===== src/rtl/branch_predict_unit.sv =====
// branch_predict_unit: bimodal branch predictor with branch resolution.
//   A table of BHT_DEPTH 2-bit saturating counters provides a zero-latency
//   taken/not-taken prediction for the fetch PC. The execute-stage side
//   evaluates the branch condition and decides on a redirect and its target
//   source. It also trains the table on every conditional branch that
//   resolves cleanly.
// Ports:
//   clk_i, rst_i          clock, asynchronous active-high reset
//   lookup_pc_i           fetch PC; predict_taken_o is its prediction
//   resolve_valid_i       execute-stage instruction valid
//   resolve_pc_i          PC of the resolving instruction (update index)
//   rs1_i, rs2_i          branch compare operands
//   funct3_i              branch type (BEQ/BNE/BLT/BGE/BLTU/BGEU)
//   branch_jump_op_i      [1] conditional branch, [0] unconditional jump
//   pred_taken_i          prediction carried with the instruction
//   is_mret_i             MRET instruction
//   exception_i           nonzero = exception
//   redirect_o            flush front end and redirect fetch (combinational)
//   target_sel_o          00 ALU, 01 MTVEC, 10 MEPC, 11 PC+4 (combinational)
//   mispredict_o          conditional branch resolved against its prediction
// Optional feature, macro BP_PERF_CNT_EN: adds branch_cnt_o and
//   mispredict_cnt_o. These are 32-bit wrapping counters of table updates and
//   mispredicts.
module branch_predict_unit #(
  parameter int unsigned XLEN      = 32,
  parameter int unsigned BHT_DEPTH = 64
) (
  input  logic            clk_i,
  input  logic            rst_i,
  input  logic [XLEN-1:0] lookup_pc_i,
  output logic            predict_taken_o,
  input  logic            resolve_valid_i,
  input  logic [XLEN-1:0] resolve_pc_i,
  input  logic [XLEN-1:0] rs1_i,
  input  logic [XLEN-1:0] rs2_i,
  input  logic [2:0]      funct3_i,
  input  logic [1:0]      branch_jump_op_i,
  input  logic            pred_taken_i,
  input  logic            is_mret_i,
  input  logic [1:0]      exception_i,
`ifdef BP_PERF_CNT_EN
  output logic [31:0]     branch_cnt_o,
  output logic [31:0]     mispredict_cnt_o,
`endif
  output logic            redirect_o,
  output logic [1:0]      target_sel_o,
  output logic            mispredict_o
);

  localparam int unsigned IDX_W = $clog2(BHT_DEPTH);

  localparam logic [1:0] CNT_SNT = 2'b00;
  localparam logic [1:0] CNT_WNT = 2'b01;
  localparam logic [1:0] CNT_ST  = 2'b11;

  localparam logic [1:0] TGT_ALU   = 2'b00;
  localparam logic [1:0] TGT_MTVEC = 2'b01;
  localparam logic [1:0] TGT_MEPC  = 2'b10;
  localparam logic [1:0] TGT_FALL  = 2'b11;

  logic [1:0]       bht [BHT_DEPTH];
  logic [IDX_W-1:0] lookup_idx;
  logic [IDX_W-1:0] update_idx;
  logic             cond;
  logic             exc;
  logic             act;
  logic             br;
  logic             jmp;
  logic             update_en;

  // PC bits outside the index field do not affect the table
  logic unused_pc_bits;
  assign unused_pc_bits = ^{lookup_pc_i[XLEN-1:IDX_W+2], lookup_pc_i[1:0],
                            resolve_pc_i[XLEN-1:IDX_W+2], resolve_pc_i[1:0]};

  assign lookup_idx = lookup_pc_i[IDX_W+1:2];
  assign update_idx = resolve_pc_i[IDX_W+1:2];

  assign exc = |exception_i;
  assign act = resolve_valid_i;
  assign br  = branch_jump_op_i[1];
  assign jmp = branch_jump_op_i[0];

  // Zero-latency read; forced low while the table is held in reset
  assign predict_taken_o = rst_i ? 1'b0 : bht[lookup_idx][1];

  // Branch condition; undefined funct3 encodings evaluate to not-taken
  always_comb begin
    cond = 1'b0;
    case (funct3_i)
      3'b000:  cond = (rs1_i == rs2_i);
      3'b001:  cond = (rs1_i != rs2_i);
      3'b100:  cond = ($signed(rs1_i) <  $signed(rs2_i));
      3'b101:  cond = ($signed(rs1_i) >= $signed(rs2_i));
      3'b110:  cond = (rs1_i <  rs2_i);
      3'b111:  cond = (rs1_i >= rs2_i);
      default: cond = 1'b0;
    endcase
  end

  assign mispredict_o = act && !exc && !is_mret_i && br && (cond != pred_taken_i);
  assign redirect_o   = act && (exc || is_mret_i || jmp || mispredict_o);
  assign update_en    = act && br && !exc && !is_mret_i;

  // Redirect target priority; ALU whenever no redirect is requested
  always_comb begin
    target_sel_o = TGT_ALU;
    if (redirect_o) begin
      if (exc)              target_sel_o = TGT_MTVEC;
      else if (is_mret_i)   target_sel_o = TGT_MEPC;
      else if (jmp || cond) target_sel_o = TGT_ALU;
      else                  target_sel_o = TGT_FALL;
    end
  end

  // Counter table: saturating train on clean conditional branches
  always_ff @(posedge clk_i or posedge rst_i) begin
    if (rst_i) begin
      for (int i = 0; i < int'(BHT_DEPTH); i++) bht[i] <= CNT_WNT;
    end else if (update_en) begin
      if (cond) begin
        if (bht[update_idx] != CNT_ST) bht[update_idx] <= bht[update_idx] + 2'd1;
      end else begin
        if (bht[update_idx] != CNT_SNT) bht[update_idx] <= bht[update_idx] - 2'd1;
      end
    end
  end

`ifdef BP_PERF_CNT_EN
  // Free-running event counters, wrap at 2^32
  always_ff @(posedge clk_i or posedge rst_i) begin
    if (rst_i) begin
      branch_cnt_o     <= 32'd0;
      mispredict_cnt_o <= 32'd0;
    end else begin
      if (update_en)    branch_cnt_o     <= branch_cnt_o + 32'd1;
      if (mispredict_o) mispredict_cnt_o <= mispredict_cnt_o + 32'd1;
    end
  end
`endif

endmodule


===== config.mk =====
export PLATFORM = sky130hd
export DESIGN_NAME = branch_predict_unit
export DESIGN_NICKNAME = d
export VERILOG_FILES = /design/src/rtl/branch_predict_unit.sv
export SDC_FILE = /design/constraint.sdc
export NUM_CORES = 1
export LEC_CHECK = 0
export ABC_AREA = 1
export CAP_MARGIN = 20
export CORE_ASPECT_RATIO = 0.9
export CORE_UTILIZATION = 50
export DETAILED_ROUTE_END_ITERATION = 6
export DONT_BUFFER_PORTS = 1
export HOLD_SLACK_MARGIN = 0.06
export PLACE_DENSITY = 0.65
export SYNTH_ARGS = -nofsm -noshare
export SYNTH_HDL_FRONTEND = slang
export SYNTH_SLANG_ARGS = --single-unit

===== constraint.sdc =====
create_clock -name clk_i -period 5.4 [get_ports clk_i]
set_input_delay 1.08 -clock clk_i [delete_from_list [all_inputs] [get_ports clk_i]]
set_output_delay 1.08 -clock clk_i [all_outputs]
set_load 0.05 [all_outputs]

Word level (Yosys, flattened, before mapping):

Cells that the tools add are included.
W data, S select, Z words.

* magnitude comparators: 7
* muxes and demuxes: 19
* div/mod/pow operators: 0
* $mul: 0
* bitwise operators: 2
* add/subtract/negate cells: 2
* reduce and logical (&&, ||, !) cells: 20
* shift-type cells: 0
* eq/ne operators: 10

Operators by type and width (count)
* $mux W128: 3
* $bwmux W128: 2
* $ge A32 B32 Y1: 2
* $lt A32 B32 Y1: 2
* $eq A32 B32 Y1: 1
* $ne A32 B32 Y1: 1
* $bmux W2 S6: 2
* $mux W2: 9
* $ge A7 B7 Y1 const B: 2
* $not A6 Y7: 2
* $demux W2 S6: 1
* $eq A3 B3 Y1 const B: 4
* $logic_and A1 B1 Y1: 9
* $lt A7 B1 Y1 const B: 1
* $pmux W1 S6: 1
* $logic_or A1 B1 Y1: 4
* $reduce_bool A2 Y1: 2
* $eq A3 B1 Y1 const B: 1
* $logic_not A3 Y1: 1
* $reduce_and A3 Y1: 1
* $add A2 B1 Y2 const B: 1
* $logic_not A1 Y1: 2
* $ne A2 B1 Y1 const B: 1
* $ne A2 B2 Y1 const B: 1
* other kinds (4): 4

* output and inout port bits: 5
* input port bits: 140
* bits in latches: 0
* memory bits (read-only): 0
* bits in writable memories: 0
* memories kept: 0
* logic and storage cells: 124
* bits in registers: 128

Depth between registers and ports, before layout:

* word-level depth: 9
* depth in mapped cells: 24
* mapped depth without buffers: 22

Worst setup path before layout:

Ideal clock, no wire load.

* kind: input-to-output
* from: input port rs2_i[21]
* to: output port target_sel_o[0]
* cell stages on the path: 17
* required time: 4.320 ns
* slack: 0.987 ns
* buffers on the path: 0
* data arrival time: 3.333 ns
* cells stage by stage: inv_1 ha_1 a21oi_1 nor2_1 nor2_1 nand3_1 a21oi_2 nand2_1 nand2_1 nand3_1 nand2_1 nand3_2 nand2_1 nand3_1 nand2_1 nand2_1 nor2_1

* word-level cells in the longest chain between the ends: 7
* elaborated cells between the ends (all ways): 16
* classes of those cells: order compare (4); eq/ne (3); mux (5); reduce/logical (4)

Ends and longest elaborated chain
* start: declaration: line 35 `input logic [XLEN-1:0] rs2_i,`
* $ge A32 B32 Y1 (tied with other cells): line 96 `3'b111: cond = (rs1_i >= rs2_i);`
* $pmux W1 S6 (*): line 90 `case (funct3_i)`
* $logic_or A1 B1 Y1 / $ne A1 B1 Y1 (equally long branches): line 111, 101
* $mux W2 / $logic_and A1 B1 Y1 (equally long branches): line 111, 101
* $mux W2 / $logic_or A1 B1 Y1 (equally long branches): line 110, 102
* $mux W2 / $logic_and A1 B1 Y1 (equally long branches): line 109, 102
* $mux W2 (*): line 108 `if (redirect_o) begin`
* end: declaration: line 46 `output logic [1:0] target_sel_o,`

Every way passes the cells marked *; elsewhere a longest branch is shown, timed or not.

Worst setup path after layout:

* from: input port rs2_i[7]
* to: output port redirect_o

* word-level cells in the longest chain between the ends: 6
* elaborated cells between the ends (all ways): 11
* classes of those cells: order compare (4); eq/ne (3); mux (1); reduce/logical (3)

Ends and longest elaborated chain
* $ge A32 B32 Y1 (tied with other cells): line 96
* $pmux W1 S6 (*): line 90
* $ne A1 B1 Y1 (*): line 101 `assign mispredict_o = act && !exc && !is_mret_i && br && (cond != pred_taken_i);`
* $logic_and A1 B1 Y1 (*): line 101
* $logic_or A1 B1 Y1 (*): line 102 `assign redirect_o = act && (exc || is_mret_i || jmp || mispredict_o);`
* $logic_and A1 B1 Y1 (*): line 102
* end: declaration: line 45 `output logic redirect_o,`

Marks and branches as above.

==> results.json <==
{
  "drv_cap": 0,
  "grt_pass1_wl_mm": 40.1,
  "cp_max_fo": 3,
  "drtPass1Iterations": 7,
  "syn_to_final_growth_pct": 8.75,
  "finalHoldViolCount": 0,
  "worst-path-buf-inv": 3,
  "ys_seq_area_share_pct": 38.5,
  "fin_crit_ns": 4.33,
  "final_cells": 1411,
  "synth_area_leaders": "dfstp_2, dfrtp_1, nand2_1",
  "cts_setup_buffers": 0,
  "grt_max_degree": 129,
  "fin_skew_ns": 0.00979,
  "numCtsBuffers": 17,
  "ir_worst_vdd_mv": 0.220,
  "cpPeakStageDelay_ns": 0.33,
  "drc": 0,
  "power_density_nw_per_um2": 289,
  "yosys_register_bits": 128,
  "cts_tree": "yes",
  "antenna_left": 0,
  "final_nets": 1365,
  "cts.clk_slew.worst_paths_ns": 0.05,
  "grt_pass1_vias": 7835,
  "synth_nets": 1388,
  "grt_antenna_before_repair": 0,
  "die_area_um2": 17600,
  "cp_cell_sequence": "inv_1 > ha_1 > nand2_1 > nor2_1 > nand4_1 > nor3_2 > nand2_1 > nand2_1 > nand2_1 > inv_2 > nand2_1 > nor2_2 > nand3_2 > nand2_1 > nand3_1 > nand2_1 > nand2_1 > inv_1",
  "die_x_um": 140,
  "dp.cells": 1379,
  "yosysMostFrequentCell": "nand2_1",
  "cts_max_path_buffers": 2,
  "die_h_um": 126,
  "setup_tns_ns": 0,
  "final_layout_size_suffix_gt1_share_pct": 11.5,
  "grt_setup_unrepaired": "no",
  "synth_edf_count": 0,
  "finalSetupViolCount": 0,
  "vias": 8169,
  "arrival_ns": 3.25,
  "hold_class": "reg2reg",
  "cts.repair.resized": 0,
  "grt_overflow": 0,
  "num_rows": 44,
  "startpoint": "rs2_i[7]",
  "synth_cell_types": 35,
  "first_iter_violations": 822,
  "critPathTopFamily": "simple AND/OR/NAND/NOR gates",
  "relSlewSlack_pct": 43.1,
  "cp_common_cell": "nand2_1",
  "worst_pin_slew_ns": 0.854,
  "clock_latency_ns": 0.43,
  "ios": 145,
  "clock_sinks": 128,
  "diodes": 0,
  "drt-total-wl_mm": 24.3,
  "postSynthCellCount": 1214,
  "viasPerCell": 5.79,
  "cp_slowest_cell": "inv_1",
  "io_buffers": 0,
  "p_leak_nw": 4.36,
  "required_ns": 4.32,
  "yosysTopAreaCellShare_pct": 19.7,
  "post-dp-hpwl_mm": 14.9,
  "drv_slew": 0,
  "path_class": "in2out",
  "post-route-period-util_pct": 80.2,
  "fmaxAchievable_mhz": 231,
  "yosysWarnings": 0,
  "hold_ws_ns": 0.466,
  "grt_util_all_layers_pct": 29.1,
  "hold_buffers": 0,
  "gp_congestion": 0.881,
  "syn_area_per_cell_um2": 7.02,
  "initial_utilization_pct": 51.9,
  "synth_flop_cell": "dfstp_2",
  "setup_slack_ns": 1.07,
  "yosys.area.top_type": "dfstp_2",
  "cp-start-kind": "input pin",
  "design.core.area_um2": 16400,
  "cts_root_buf": "clkbuf_16",
  "post_drt_wl_per_cell_um": 17.2,
  "synth_common_cells": "nand2_1, nand3_1, inv_1",
  "critPathCaptureType": "output pin",
  "post-place-ws_ns": 1.05,
  "status": "complete, no violations",
  "h-tree-depth": 4,
  "mappedNetlistArea_um2": 8520,
  "async_flop_share_pct": 100
}
==> layout by cell type, fill, tap and decap left out, types with 2 or more instances in the layout <==
cell type	instances
clkinv_2	3
clkbuf_16	17
inv_1	120
ha_1	34
clkinvlp_4	3
nand2_1	336
o21ai_0	58
nor3_1	10
clkinv_4	3
bufinv_16	5
nor2_1	101
dfstp_2	64
nor2_2	3
nor2_4	2
nand3b_1	2
o221ai_1	5
buf_12	3
a21oi_1	40
nand3_1	223
nand2_2	4
inv_2	7
clkinv_1	2
dfrtp_1	64
nand4_1	3
o41ai_1	15
o21ai_1	2
o22ai_1	46
buf_4	18
==> stage by stage <==
step                      power [mW]  area [µm²]  utilization, %
final                           2.67        9270            56.5
after CTS                       2.69        9270            56.5
after global routing            2.76        9270            56.5
after floorplan                 1.29        8520               -
after global placement          1.40        8610            52.5
after detailed placement        1.40        8610            52.5
==> routing by layer <==
metal	up-vias	global-route usage [%]	routed length [µm]
met5	-	0	0
met4	0	12.3	626
met3	56	5.21	2010
met2	385	46.3	11000
met1	3729	39.1	10700
li1	3999	-	-
==> kinds of logic (layout without fill, tap and decap cells) <==
family / count (synthesis) / count (layout) / share of synthesized area, %
compound gates: 169 / 169 / 11.6
fa+ha+maj: 34 / 34 / 4.99
simple gates: 689 / 689 / 34.5
buf+inv: 193 / 183 / 10.1
flops: 128 / 128 / 38.5
xor+xnor: 1 / 1 / 0.323
==> report_power, final <==
| group | switching (mW) | leakage [nW] | internal, mW | total, mW |
|---|---|---|---|---|
| Combinational | 0.297 | 2.50 | 0.103 | 0.400 |
| Clock | 0.453 | 0.312 | 0.829 | 1.28 |
| Sequential | 0.0105 | 1.55 | 0.981 | 0.992 |
==> path summary, 6_finish.rpt <==
kind                               to  slack, ns  cells after the start
max reg2reg                 flip-flop       2.17                     13
min in group asynchronous     bht[75]       0.62                      1
max in group asynchronous   async pin       3.76                      2
min                         flip-flop       0.47                      2
max                        redirect_o       1.07                     18
min reg2reg                 flip-flop       0.47                      2
==> layout make-up <==
| class | instances | area, µm² |
|---|---|---|
| fill | 1594 | 7140 |
| inverter | 130 | 490 |
| clock buffer | 18 | 439 |
| tap | 207 | 259 |
| clock inverter | 14 | 214 |
| timing repair buffer | 21 | 195 |
| sequential | 128 | 3280 |
| multi-input combinational | 893 | 4390 |
==> worst register-to-register path, stage by stage, from the launching register on <==
cell,delay [ns]
dfstp_2,0.53
or2_1,0.11
o21ai_1,0.07
o41ai_1,0.64
o21ai_1,0.14
nor2_1,0.26
nand2_2,0.12
ha_1,0.23
nand3_1,0.08
nand2_1,0.08
nor2_4,0.15
buf_12,0.45
nand3_1,0.21
nand2_1,0.11
No activity file was read; power rests on OpenSTA's default activity.
